File: src/rtl/cpu_io_host_pkg.sv
// Shared encodings for the cpu io host: command ops, injected opcodes and FSM states.
package cpu_io_host_pkg;

   localparam int BIT_OP = 4;

   localparam logic [1:0] CMD_LOAD     = 2'b00;
   localparam logic [1:0] CMD_EXEC     = 2'b01;
   localparam logic [1:0] CMD_EXEC_CAP = 2'b10;
   localparam logic [1:0] CMD_RSVD     = 2'b11;

   localparam logic [BIT_OP-1:0] OP_LDI   = 4'hE;
   localparam logic [15:0]       INST_NOP = 16'h0000;

   typedef enum logic [2:0] {
      ST_IDLE   = 3'd0,
      ST_LOAD   = 3'd1,
      ST_INJECT = 3'd2,
      ST_WAIT   = 3'd3,
      ST_HOLD   = 3'd4
   } state_e;

endpackage

File: src/rtl/cpu_io_host_if.sv
// Host-side command / load-data / capture-readback bus of the cpu io host.
interface cpu_io_host_if #(
   parameter int BIT_INST = 16,
   parameter int BIT_DATA = 16,
   parameter int SZB_INS  = 4
) ();
   logic                cmd_valid;
   logic                cmd_ready;
   logic [1:0]          cmd_op;
   logic [SZB_INS:0]    cmd_len;
   logic [BIT_INST-1:0] cmd_inst;
   logic [BIT_DATA-1:0] cmd_data;
   logic                wr_valid;
   logic                wr_ready;
   logic [BIT_DATA-1:0] wr_data;
   logic                rd_valid;
   logic                rd_ready;
   logic [BIT_DATA-1:0] rd_data;
   logic                cmd_err;

   modport master (
      output cmd_valid, cmd_op, cmd_len, cmd_inst, cmd_data, wr_valid, wr_data, rd_ready,
      input  cmd_ready, wr_ready, rd_valid, rd_data, cmd_err
   );

   modport slave (
      input  cmd_valid, cmd_op, cmd_len, cmd_inst, cmd_data, wr_valid, wr_data, rd_ready,
      output cmd_ready, wr_ready, rd_valid, rd_data, cmd_err
   );
endinterface

File: src/rtl/cpu_io_host_io_capture_reg.sv
// Capture delay counter and the rd_valid/rd_data holding register for EXEC_CAP readback.
module io_capture_reg #(
   parameter int BIT_DATA = 16,
   parameter int CAP_LAT  = 2
) (
   input  logic                clock,
   input  logic                reset_n,
   input  logic                start,
   input  logic [BIT_DATA-1:0] io_dout,
   input  logic                rd_ready,
   output logic                cap_fire,
   output logic                rd_take,
   output logic                rd_valid,
   output logic [BIT_DATA-1:0] rd_data
);
   localparam logic [2:0] CNT_INIT = 3'(CAP_LAT - 1);

   logic [2:0]          cnt_q, cnt_d;
   logic                busy_q, busy_d;
   logic                rd_valid_q, rd_valid_d;
   logic [BIT_DATA-1:0] rd_data_q, rd_data_d;

   assign cap_fire = busy_q & (cnt_q == 3'd0);
   assign rd_take  = rd_valid_q & rd_ready;
   assign rd_valid = rd_valid_q;
   assign rd_data  = rd_data_q;

   // Count down after injection, sample io_dout at zero, then hold until consumed.
   always_comb begin
      cnt_d      = cnt_q;
      busy_d     = busy_q;
      rd_valid_d = rd_valid_q;
      rd_data_d  = rd_data_q;
      if (start) begin
         busy_d = 1'b1;
         cnt_d  = CNT_INIT;
      end else if (cap_fire) begin
         busy_d     = 1'b0;
         rd_valid_d = 1'b1;
         rd_data_d  = io_dout;
      end else if (busy_q) begin
         cnt_d = cnt_q - 3'd1;
      end else if (rd_take) begin
         rd_valid_d = 1'b0;
      end else begin
         cnt_d = cnt_q;
      end
   end

   always_ff @(posedge clock or negedge reset_n) begin
      if (!reset_n) begin
         cnt_q      <= 3'd0;
         busy_q     <= 1'b0;
         rd_valid_q <= 1'b0;
         rd_data_q  <= {BIT_DATA{1'b0}};
      end else begin
         cnt_q      <= cnt_d;
         busy_q     <= busy_d;
         rd_valid_q <= rd_valid_d;
         rd_data_q  <= rd_data_d;
      end
   end
endmodule

File: src/rtl/cpu_io_host.sv
// Host-side driver of the cpu io port: turns LOAD / EXEC / EXEC_CAP commands into
// interrupt-driven io cycles and returns captured io_dout words.
module cpu_io_host
   import cpu_io_host_pkg::*;
#(
   parameter int BIT_INST = 16,
   parameter int BIT_DATA = 16,
   parameter int SZB_INS  = 4,
   parameter int CAP_LAT  = 2
) (
   input  logic                clock,
   input  logic                reset_n,
   cpu_io_host_if.slave        host,
   output logic                interrupt,
   output logic [BIT_INST-1:0] io_inst,
   output logic [BIT_DATA-1:0] io_din,
   input  logic [BIT_DATA-1:0] io_dout
);
   localparam int               DEPTH   = 2 ** SZB_INS;
   localparam int               PADW    = BIT_INST - BIT_OP - SZB_INS;
   localparam logic [SZB_INS:0] LEN_MAX = (SZB_INS + 1)'(DEPTH);
   localparam logic [SZB_INS:0] LEN_ONE = {{SZB_INS{1'b0}}, 1'b1};

   state_e              state_q, state_d;
   logic                cap_q, cap_d;
   logic [SZB_INS:0]    len_q, len_d;
   logic [SZB_INS:0]    k_q, k_d;
   logic                interrupt_q, interrupt_d;
   logic [BIT_INST-1:0] io_inst_q, io_inst_d;
   logic [BIT_DATA-1:0] io_din_q, io_din_d;
   logic                cmd_err_q, cmd_err_d;

   logic cmd_ready_s, wr_ready_s, cmd_acc_s, wr_acc_s, cmd_bad_s, last_word_s;
   logic cap_start_s, cap_fire_s, rd_take_s;

   assign cmd_ready_s = (state_q == ST_IDLE);
   assign wr_ready_s  = (state_q == ST_LOAD);
   assign cmd_acc_s   = host.cmd_valid & cmd_ready_s;
   assign wr_acc_s    = host.wr_valid & wr_ready_s;
   assign last_word_s = (k_q == (len_q - LEN_ONE));
   assign cap_start_s = (state_q == ST_INJECT) & cap_q;
   // A zero-length or over-depth LOAD is dropped so the load index can never wrap.
   assign cmd_bad_s   = (host.cmd_op == CMD_RSVD) ||
                        ((host.cmd_op == CMD_LOAD) &&
                         ((host.cmd_len == {(SZB_INS + 1){1'b0}}) || (host.cmd_len > LEN_MAX)));

   assign host.cmd_ready = cmd_ready_s;
   assign host.wr_ready  = wr_ready_s;
   assign host.cmd_err   = cmd_err_q;
   assign interrupt      = interrupt_q;
   assign io_inst        = io_inst_q;
   assign io_din         = io_din_q;

   io_capture_reg #(
      .BIT_DATA (BIT_DATA),
      .CAP_LAT  (CAP_LAT)
   ) u_capture (
      .clock    (clock),
      .reset_n  (reset_n),
      .start    (cap_start_s),
      .io_dout  (io_dout),
      .rd_ready (host.rd_ready),
      .cap_fire (cap_fire_s),
      .rd_take  (rd_take_s),
      .rd_valid (host.rd_valid),
      .rd_data  (host.rd_data)
   );

   // State register and load bookkeeping.
   always_ff @(posedge clock or negedge reset_n) begin
      if (!reset_n) begin
         state_q <= ST_IDLE;
         cap_q   <= 1'b0;
         len_q   <= {(SZB_INS + 1){1'b0}};
         k_q     <= {(SZB_INS + 1){1'b0}};
      end else begin
         state_q <= state_d;
         cap_q   <= cap_d;
         len_q   <= len_d;
         k_q     <= k_d;
      end
   end

   // Next-state logic.
   always_comb begin
      state_d = state_q;
      cap_d   = cap_q;
      len_d   = len_q;
      k_d     = k_q;
      case (state_q)
         ST_IDLE: begin
            if (cmd_acc_s && !cmd_bad_s) begin
               if (host.cmd_op == CMD_LOAD) begin
                  state_d = ST_LOAD;
                  len_d   = host.cmd_len;
                  k_d     = {(SZB_INS + 1){1'b0}};
               end else begin
                  state_d = ST_INJECT;
                  cap_d   = (host.cmd_op == CMD_EXEC_CAP);
               end
            end else begin
               state_d = ST_IDLE;
            end
         end
         ST_LOAD: begin
            if (wr_acc_s && last_word_s) begin
               state_d = ST_IDLE;
               k_d     = {(SZB_INS + 1){1'b0}};
            end else if (wr_acc_s) begin
               k_d = k_q + LEN_ONE;
            end else begin
               k_d = k_q;
            end
         end
         ST_INJECT: begin
            if (cap_q) begin
               state_d = ST_WAIT;
            end else begin
               state_d = ST_IDLE;
            end
         end
         ST_WAIT: begin
            if (cap_fire_s) begin
               state_d = ST_HOLD;
            end else begin
               state_d = ST_WAIT;
            end
         end
         ST_HOLD: begin
            if (rd_take_s) begin
               state_d = ST_IDLE;
            end else begin
               state_d = ST_HOLD;
            end
         end
         default: state_d = ST_IDLE;
      endcase
   end

   // Io output values; gaps mid-load keep interrupt high with a NOP so the cpu stays parked.
   always_comb begin
      interrupt_d = 1'b0;
      io_inst_d   = io_inst_q;
      io_din_d    = io_din_q;
      cmd_err_d   = 1'b0;
      case (state_q)
         ST_IDLE: begin
            if (cmd_acc_s && cmd_bad_s) begin
               cmd_err_d = 1'b1;
            end else if (cmd_acc_s && (host.cmd_op != CMD_LOAD)) begin
               interrupt_d = 1'b1;
               io_inst_d   = host.cmd_inst;
               io_din_d    = host.cmd_data;
            end else begin
               interrupt_d = 1'b0;
            end
         end
         ST_LOAD: begin
            interrupt_d = 1'b1;
            if (wr_acc_s) begin
               io_inst_d = {OP_LDI, {PADW{1'b0}}, k_q[SZB_INS-1:0]};
               io_din_d  = host.wr_data;
            end else begin
               io_inst_d = INST_NOP;
            end
         end
         default: interrupt_d = 1'b0;
      endcase
   end

   always_ff @(posedge clock or negedge reset_n) begin
      if (!reset_n) begin
         interrupt_q <= 1'b0;
         io_inst_q   <= {BIT_INST{1'b0}};
         io_din_q    <= {BIT_DATA{1'b0}};
         cmd_err_q   <= 1'b0;
      end else begin
         interrupt_q <= interrupt_d;
         io_inst_q   <= io_inst_d;
         io_din_q    <= io_din_d;
         cmd_err_q   <= cmd_err_d;
      end
   end
endmodule
File: src/flat_wrapper.sv
// flat-port wrapper written by rule: the top's interface ports become plain ports
module cpu_io_host_flat import cpu_io_host_pkg::*;
#(
   parameter int BIT_INST = 16,
   parameter int BIT_DATA = 16,
   parameter int SZB_INS  = 4,
   parameter int CAP_LAT  = 2
)
  (clock, reset_n, interrupt, io_inst, io_din, io_dout, host_cmd_valid, host_cmd_op, host_cmd_len, host_cmd_inst, host_cmd_data, host_wr_valid, host_wr_data, host_rd_ready, host_cmd_ready, host_wr_ready, host_rd_valid, host_rd_data, host_cmd_err);
  cpu_io_host_if #(.BIT_INST(BIT_INST), .BIT_DATA(BIT_DATA), .SZB_INS(SZB_INS)) host_i ();
  input  logic clock;
  input  logic reset_n;
  output logic interrupt;
  output logic [BIT_INST-1:0] io_inst;
  output logic [BIT_DATA-1:0] io_din;
  input  logic [BIT_DATA-1:0] io_dout;
  input wire logic [$bits(host_i.cmd_valid)-1:0] host_cmd_valid;
  input wire logic [$bits(host_i.cmd_op)-1:0] host_cmd_op;
  input wire logic [$bits(host_i.cmd_len)-1:0] host_cmd_len;
  input wire logic [$bits(host_i.cmd_inst)-1:0] host_cmd_inst;
  input wire logic [$bits(host_i.cmd_data)-1:0] host_cmd_data;
  input wire logic [$bits(host_i.wr_valid)-1:0] host_wr_valid;
  input wire logic [$bits(host_i.wr_data)-1:0] host_wr_data;
  input wire logic [$bits(host_i.rd_ready)-1:0] host_rd_ready;
  output wire logic [$bits(host_i.cmd_ready)-1:0] host_cmd_ready;
  output wire logic [$bits(host_i.wr_ready)-1:0] host_wr_ready;
  output wire logic [$bits(host_i.rd_valid)-1:0] host_rd_valid;
  output wire logic [$bits(host_i.rd_data)-1:0] host_rd_data;
  output wire logic [$bits(host_i.cmd_err)-1:0] host_cmd_err;
  assign host_i.cmd_valid = host_cmd_valid;
  assign host_i.cmd_op = host_cmd_op;
  assign host_i.cmd_len = host_cmd_len;
  assign host_i.cmd_inst = host_cmd_inst;
  assign host_i.cmd_data = host_cmd_data;
  assign host_i.wr_valid = host_wr_valid;
  assign host_i.wr_data = host_wr_data;
  assign host_i.rd_ready = host_rd_ready;
  assign host_cmd_ready = host_i.cmd_ready;
  assign host_wr_ready = host_i.wr_ready;
  assign host_rd_valid = host_i.rd_valid;
  assign host_rd_data = host_i.rd_data;
  assign host_cmd_err = host_i.cmd_err;
  cpu_io_host #(.BIT_INST(BIT_INST), .BIT_DATA(BIT_DATA), .SZB_INS(SZB_INS), .CAP_LAT(CAP_LAT)) u_core (.clock(clock), .reset_n(reset_n), .host(host_i), .interrupt(interrupt), .io_inst(io_inst), .io_din(io_din), .io_dout(io_dout));
endmodule
File: config.mk
export PLATFORM = sky130hd
export DESIGN_NAME = cpu_io_host_flat
export DESIGN_NICKNAME = d
export VERILOG_FILES = /design/src/rtl/cpu_io_host_pkg.sv /design/src/rtl/cpu_io_host_if.sv /design/src/rtl/cpu_io_host_io_capture_reg.sv /design/src/rtl/cpu_io_host.sv /design/src/flat_wrapper.sv
export SDC_FILE = /design/constraint.sdc
export NUM_CORES = 1
export LEC_CHECK = 0
export ABC_AREA = 1
export BUFFER_PORTS_ARGS = -buffer_cell sky130_fd_sc_hd__buf_2
export CAP_MARGIN = 25
export CORE_MARGIN = 2
export CORE_UTILIZATION = 44
export DETAILED_ROUTE_END_ITERATION = 7
export MAX_ROUTING_LAYER = met4
export PLACE_DENSITY = 0.76
export SLEW_MARGIN = 10
export SYNTH_ARGS = -nofsm -noshare
export SYNTH_HDL_FRONTEND = slang
export SYNTH_SLANG_ARGS = --single-unit
File: constraint.sdc
create_clock -name clock -period 1.5 [get_ports clock]
set_input_delay 0 -clock clock [delete_from_list [all_inputs] [get_ports clock]]
set_output_delay 0 -clock clock [all_outputs]
set_load 0.01 [all_outputs]
# After elaboration in Yosys (flattened, before gate mapping)
# Cells that the tools add are included.
# totals
inputBits	76
ff_bits	69
word_cells	97
out_inout_bits	53
# op_classes
n_lt_le_gt_ge	1
n_bitwise	7
muxes	33
n_reduce_logical	25
n_eq_ne	16
add_sub_neg	3
# ops
operator	count
$mux 16	6
$pmux 16 s2	2
$mux 5	4
$mux 3	6
$pmux 3 s5	1
$ne 2x2->1 const B	6
$reduce_and 3->1	4
$pmux 5 s2	1
$reduce_bool 2->1	5
$mux 1	9
$reduce_and 4->1	2
$eq 3x2->1 const B	2
$logic_not 3->1	2
$mux 2	3
$add 5x1->5 const B	1
$and 1x1->1	5
$eq 5x5->1	1
$gt 5x5->1 const B	1
$logic_and 1x1->1	5
$logic_not 5->1	1
$sub 5x1->5 const B	1
$eq 2x2->1 const B	2
$ne 2x1->1 const B	2
$reduce_and 2->1	2
9 further kinds	11

# Longest topological paths before layout
# logic_depth
depth_word	8
depth_mapped	11
depth_no_buf	11

# Cells and area by module
# A second synthesis with hierarchy kept.
# hier_totals
cells_unflattened	400
area_unflattened_um2	3462.1
# by_module_without_submodules
mod	seq_area_each_um2	n_inst	area_each_um2	cells_per_inst
cpu_io_host	1201.2	1	2542.4	299
io_capture_reg	525.5	1	919.6	101

# Least setup slack after synthesis
# No wires, ideal clock.
# synth_path
path_type	register -> register
from	register u_core.u_capture.cnt_q[0]
to	register u_core.u_capture.rd_data_q[0] (netlist: u_core.u_capture.rd_data[0])
setup_time_ps	125
arrival_ps	1369
path_buffers	1
stages_incl_launch_ff	8
t_required_ps	1375
period_less_slack_ps	1494
path_slack_ps	6
cell_sequence	dfrtp_1 inv_1 ha_1 nand2_1 nor2_1 nand2_2 buf_6 mux2_2
# synth_via
elab_chain_cells	3
# synth_lines
item	line_no	text
start: declaration	cpu_io_host_io_capture_reg.sv:18	logic [2:0] cnt_q, cnt_d;
start signal: assignment	cpu_io_host_io_capture_reg.sv:57	cnt_q <= cnt_d;
$logic_not 3->1	cpu_io_host_io_capture_reg.sv:23	assign cap_fire = busy_q & (cnt_q == 3'd0);
$and 1x1->1	cpu_io_host_io_capture_reg.sv:23	
$reduce_and 2->1 (no source line)	--	
end signal: assignment	cpu_io_host_io_capture_reg.sv:55	rd_data_q <= {BIT_DATA{1'b0}};
end signal: assignment	cpu_io_host_io_capture_reg.sv:60	rd_data_q <= rd_data_d;
end: declaration	cpu_io_host_io_capture_reg.sv:21	logic [BIT_DATA-1:0] rd_data_q, rd_data_d;
# No other way between the ends.
# A chain may end at the register's enable or synchronous reset.

# Worst setup path in the final report
# layout_path
from	register u_core.u_capture.cnt_q[1]
to	register u_core.u_capture.rd_data_q[13] (netlist: u_core.u_capture.rd_data[13])
# The elaborated chain is that of the path after synthesis.

==> summary.md <==
| Metric | Value |
|---|---|
| Status | complete, but fails checks |
| Failing checks | negative setup slack |
| Worst-skew pair later-pin latency | between 0.3 and 0.4 ns |
| Synth Net Count | ~490 |
| Post-synthesis mux area share | 5.38% |
| Synth Area per Inst | 8.11 sq um |
| Cell Pwr Density | roughly 1900 nW/um^2 |
| First-pass GRT wire length | around 17000 um |
| Min Tclk post-route | ~1.5 ns |
| Library cells used by synthesis | 25 |
| Final Worst Setup Slack | -0.0413 ns |
| Dpl hpwl | between 6000 and 7000 um |
| Total GRT Usage | a little over a quarter |
| WL final | approximately 12000 um |
| Post-synthesis adder-cell area fraction | ~1.5% |
| Clock Sinks | between 60 and 70 |
| Cts bufs inserted | 9 |
| DRT iter0 DRCs | ~160 |
| Most frequent cells in the layout | nand2_1, buf_2, dlygate4sd3_1, dfrtp_1, nand3_2 |
| Crit Path Class | reg -> reg |
| Mapped Cells | about 410 |
| Starting density of the core | 45.9% |
| Vias in the first global route | ~3.8k |
| Commonest non-fill, non-tap cell in the layout | nand2_1 |
| Multi-input gate area | between 1500 and 2000 sq um |
| Final setup fails | 25 |
| Initial antenna violation count | 0 |
| Worst Path Max Fanout | 5 |
| Final net count | between 700 and 800 |
| Maximum clock insertion buffer count | 2 |
| Largest net degree at the start of global routing | 41 |
| Clock power frac | between 10% and 20% |
| Fillers | 440 |
| # diodes | 0 |
| Placed cell area | 4230 sq um |
| Htree depth | 3 |
| 1st-pass router iterations | 7 |
| Vias | about 3.9k |
| Routability Congestion | 0.851 |
| Port bufs | around 130 |
| CTS tree | yes |
| Root buf cell | clkbuf_8 |
| Sequential Power Share | around 31% |
| Synthesized area | about 3300 sq um |
| Final cycle utilization of the critical path | 103% |
| Final TNS setup | -0.553 ns |
| Core Region | approximately 7300 sq um |
| Critical Path RT | 1.73 ns |
| Yosys warns | 0 |
| Rows | 31 |
| Die H | just over 90 um |
| Storage cell area | approximately 1700 sq um |
| Design Area, Final | 5730 sq um |
| Post-Synth Simple-Gate Area | a little under a third |
| Via-to-Cell Ratio | between 5 and 6 |
| Critical path arrival | ~1.8 ns |
| Synth Area in Compound Gates | 3.81% |
| Critical path endpoint category | register |
| Max_cap viols | 0 |
| Total grt overflow | 0 |
| I/O pins | approximately 130 |
| Die W | roughly 91 um |
| Drt wl/cell | around 17 um |
| Clock transition at path regs | around 0.080 ns |
| Combinational power share | approximately half |
| Post-synthesis xor/xnor area fraction | 0% |
| Tot Pwr | around 11 mW |
| Slew margin rel. | between 50% and 60% |
| Area delta synth->final | 71.2% |
| Share of cells above drive strength 1 | around 40% |
| NetSw | ~4.4 mW |
| Startpoint class of the critical path | register |
| Sw Share | about two fifths |
| Die area | between 8000 and 9000 sq um |
| F_max | roughly 650 MHz |
| Clock skew | roughly 0.0070 ns |
| Post-route ant nets | 0 |
| Slew @ Worst Pin | between 0.6 and 0.7 ns |
| Int Pwr | around 6.3 mW |
| RSZ-0062 raised after global routing | true |
| Slew Limit Fails | 0 |
| Leak pwr | about 3.1 nW |
| Max IR drop VDD | roughly 1.2 mV |
| Min-Delay Path Class | in -> reg |
| Hold Vio Cnt, Final | 0 |
| Yosys reg bits | 69 |
| Seq/Total Area, Yosys | about half |
| Residual DRC | 0 |
| Main combinational cell family by area after synthesis | simple AND/OR/NAND/NOR gates |
==> layout make-up <==
class                           count  share of cell area [%]
Clock buffer                       11                    2.47
Multi-Input combinational cell    297                    29.2
Inverter                           33                    2.29
Clock inverter                      5                    1.86
Sequential cell                    69                    30.1
Timing Repair Buffer              237                    31.8
Tap cell                           99                    2.16
Timing Repair inverter              1                   0.109
==> per-stage QoR <==
stage,hold slack (ns),utilization (%),std cells,worst slack (ns)
detailed placement,0.0346,57.9,642,-0.0383
CTS,0.0554,71.8,733,-0.0102
global placement,0.0310,57.9,642,0.00579
global route,0.0805,78.6,752,-0.173
floorplan,-0.296,-,413,0.00588
finish,0.0480,78.6,752,-0.0413
==> state kept, by name (all words and copies together) (netlist names) <==
signal / count
u_core.io_din: 16
u_core.io_inst: 16
u_core.u_capture.rd_data: 16
u_core.k_q: 5
u_core.len_q: 5
u_core.state_q: 3
u_core.u_capture.cnt_q: 3
u_core.cap_q: 1
u_core.host.cmd_err: 1
u_core.interrupt: 1
u_core.u_capture.busy_q: 1
u_core.u_capture.rd_valid: 1
==> power by group through the flow <==
stage / registers, mW / clock network [mW] / logic [mW]
floorplan: 3.47 / 0 / 2.34
global placement: 3.19 / 0 / 4.05
detailed placement: 3.21 / 0 / 4.18
CTS: 3.20 / 1.90 / 4.45
global route: 3.43 / 1.99 / 6.08
finish: 3.34 / 1.89 / 5.56
==> routing by layer <==
layer	track usage, %	vias to the layer above	part of all wire, %
met3	5.15	73	5.8
met1	30.5	1828	36
met4	17.0	0	5.8
met5	-	-	0
li1	-	1775	-
met2	44.3	215	52
==> cell families (layout without fill, tap and decap cells) <==
family / Yosys count / in the layout
and+or+nand+nor: 253 / 253
adders and majority gates: 4 / 4
muxes: 16 / 16
buffers and inverters: 47 / 287
DFF: 69 / 69
AOI/OAI and AO/OA: 24 / 24
==> timing repair <==
action                                 CTS  global route
pin swaps                                4            29
endpoints found under the hold margin   78             0
cloned                                   0             6
hold buffers                            73             0
gates resized for setup                  6            67
setup endpoints to repair               16            58
setup buffers                            2            14
==> cell usage after synthesis <==
| library cell | n | area [sq um] |
|---|---|---|
| a21oi_2 | 1 | 8.76 |
| nand2_2 | 3 | 18.8 |
| nor2_2 | 2 | 12.5 |
| o22a_1 | 1 | 8.76 |
| dfrtp_1 | 69 | 1730 |
| nor2_1 | 15 | 56.3 |
| inv_1 | 27 | 101 |
| buf_6 | 2 | 22.5 |
| inv_4 | 1 | 6.26 |
| nand2_1 | 179 | 672 |
| nand2_4 | 1 | 11.3 |
| nand3_1 | 44 | 220 |
| clkbuf_1 | 5 | 18.8 |
| buf_1 | 1 | 3.75 |
| nand4_1 | 2 | 12.5 |
| buf_4 | 3 | 22.5 |
| nand3_2 | 2 | 20.0 |
| mux2_2 | 16 | 180 |
| nor3_1 | 4 | 20.0 |
| o21ai_0 | 16 | 80.1 |
| nor2_4 | 1 | 11.3 |
| ha_1 | 4 | 50.1 |
| buf_2 | 3 | 15.0 |
| inv_2 | 5 | 18.8 |
| a21oi_1 | 6 | 30.0 |
==> final timing paths <==
check                           slack [ns]                         start  cells after the start                      endpoint
worst max register to register       -0.04     u_core.u_capture.cnt_q[1]                      7  u_core.u_capture.rd_data[13]
worst min-delay path                  0.05                host_cmd_op[0]                      5           u_core.host.cmd_err
min in group asynchronous             0.20                       reset_n                      2  u_core.u_capture.rd_data[11]
worst min register to register        0.51  u_core.u_capture.rd_data[12]                      1  u_core.u_capture.rd_data[12]
worst max-delay path                 -0.04     u_core.u_capture.cnt_q[1]                      7  u_core.u_capture.rd_data[13]
max in group asynchronous             0.74                       reset_n                      3             u_core.io_inst[0]
==> critical path, stage by stage, from the launching register on <==
cell     delay (ns)
dfrtp_1        0.40
inv_2          0.10
ha_4           0.16
nand2_4        0.05
nor2_4         0.14
nand2_4        0.12
buf_12         0.16
mux2_4         0.29
(Power assumes the default switching activity.)
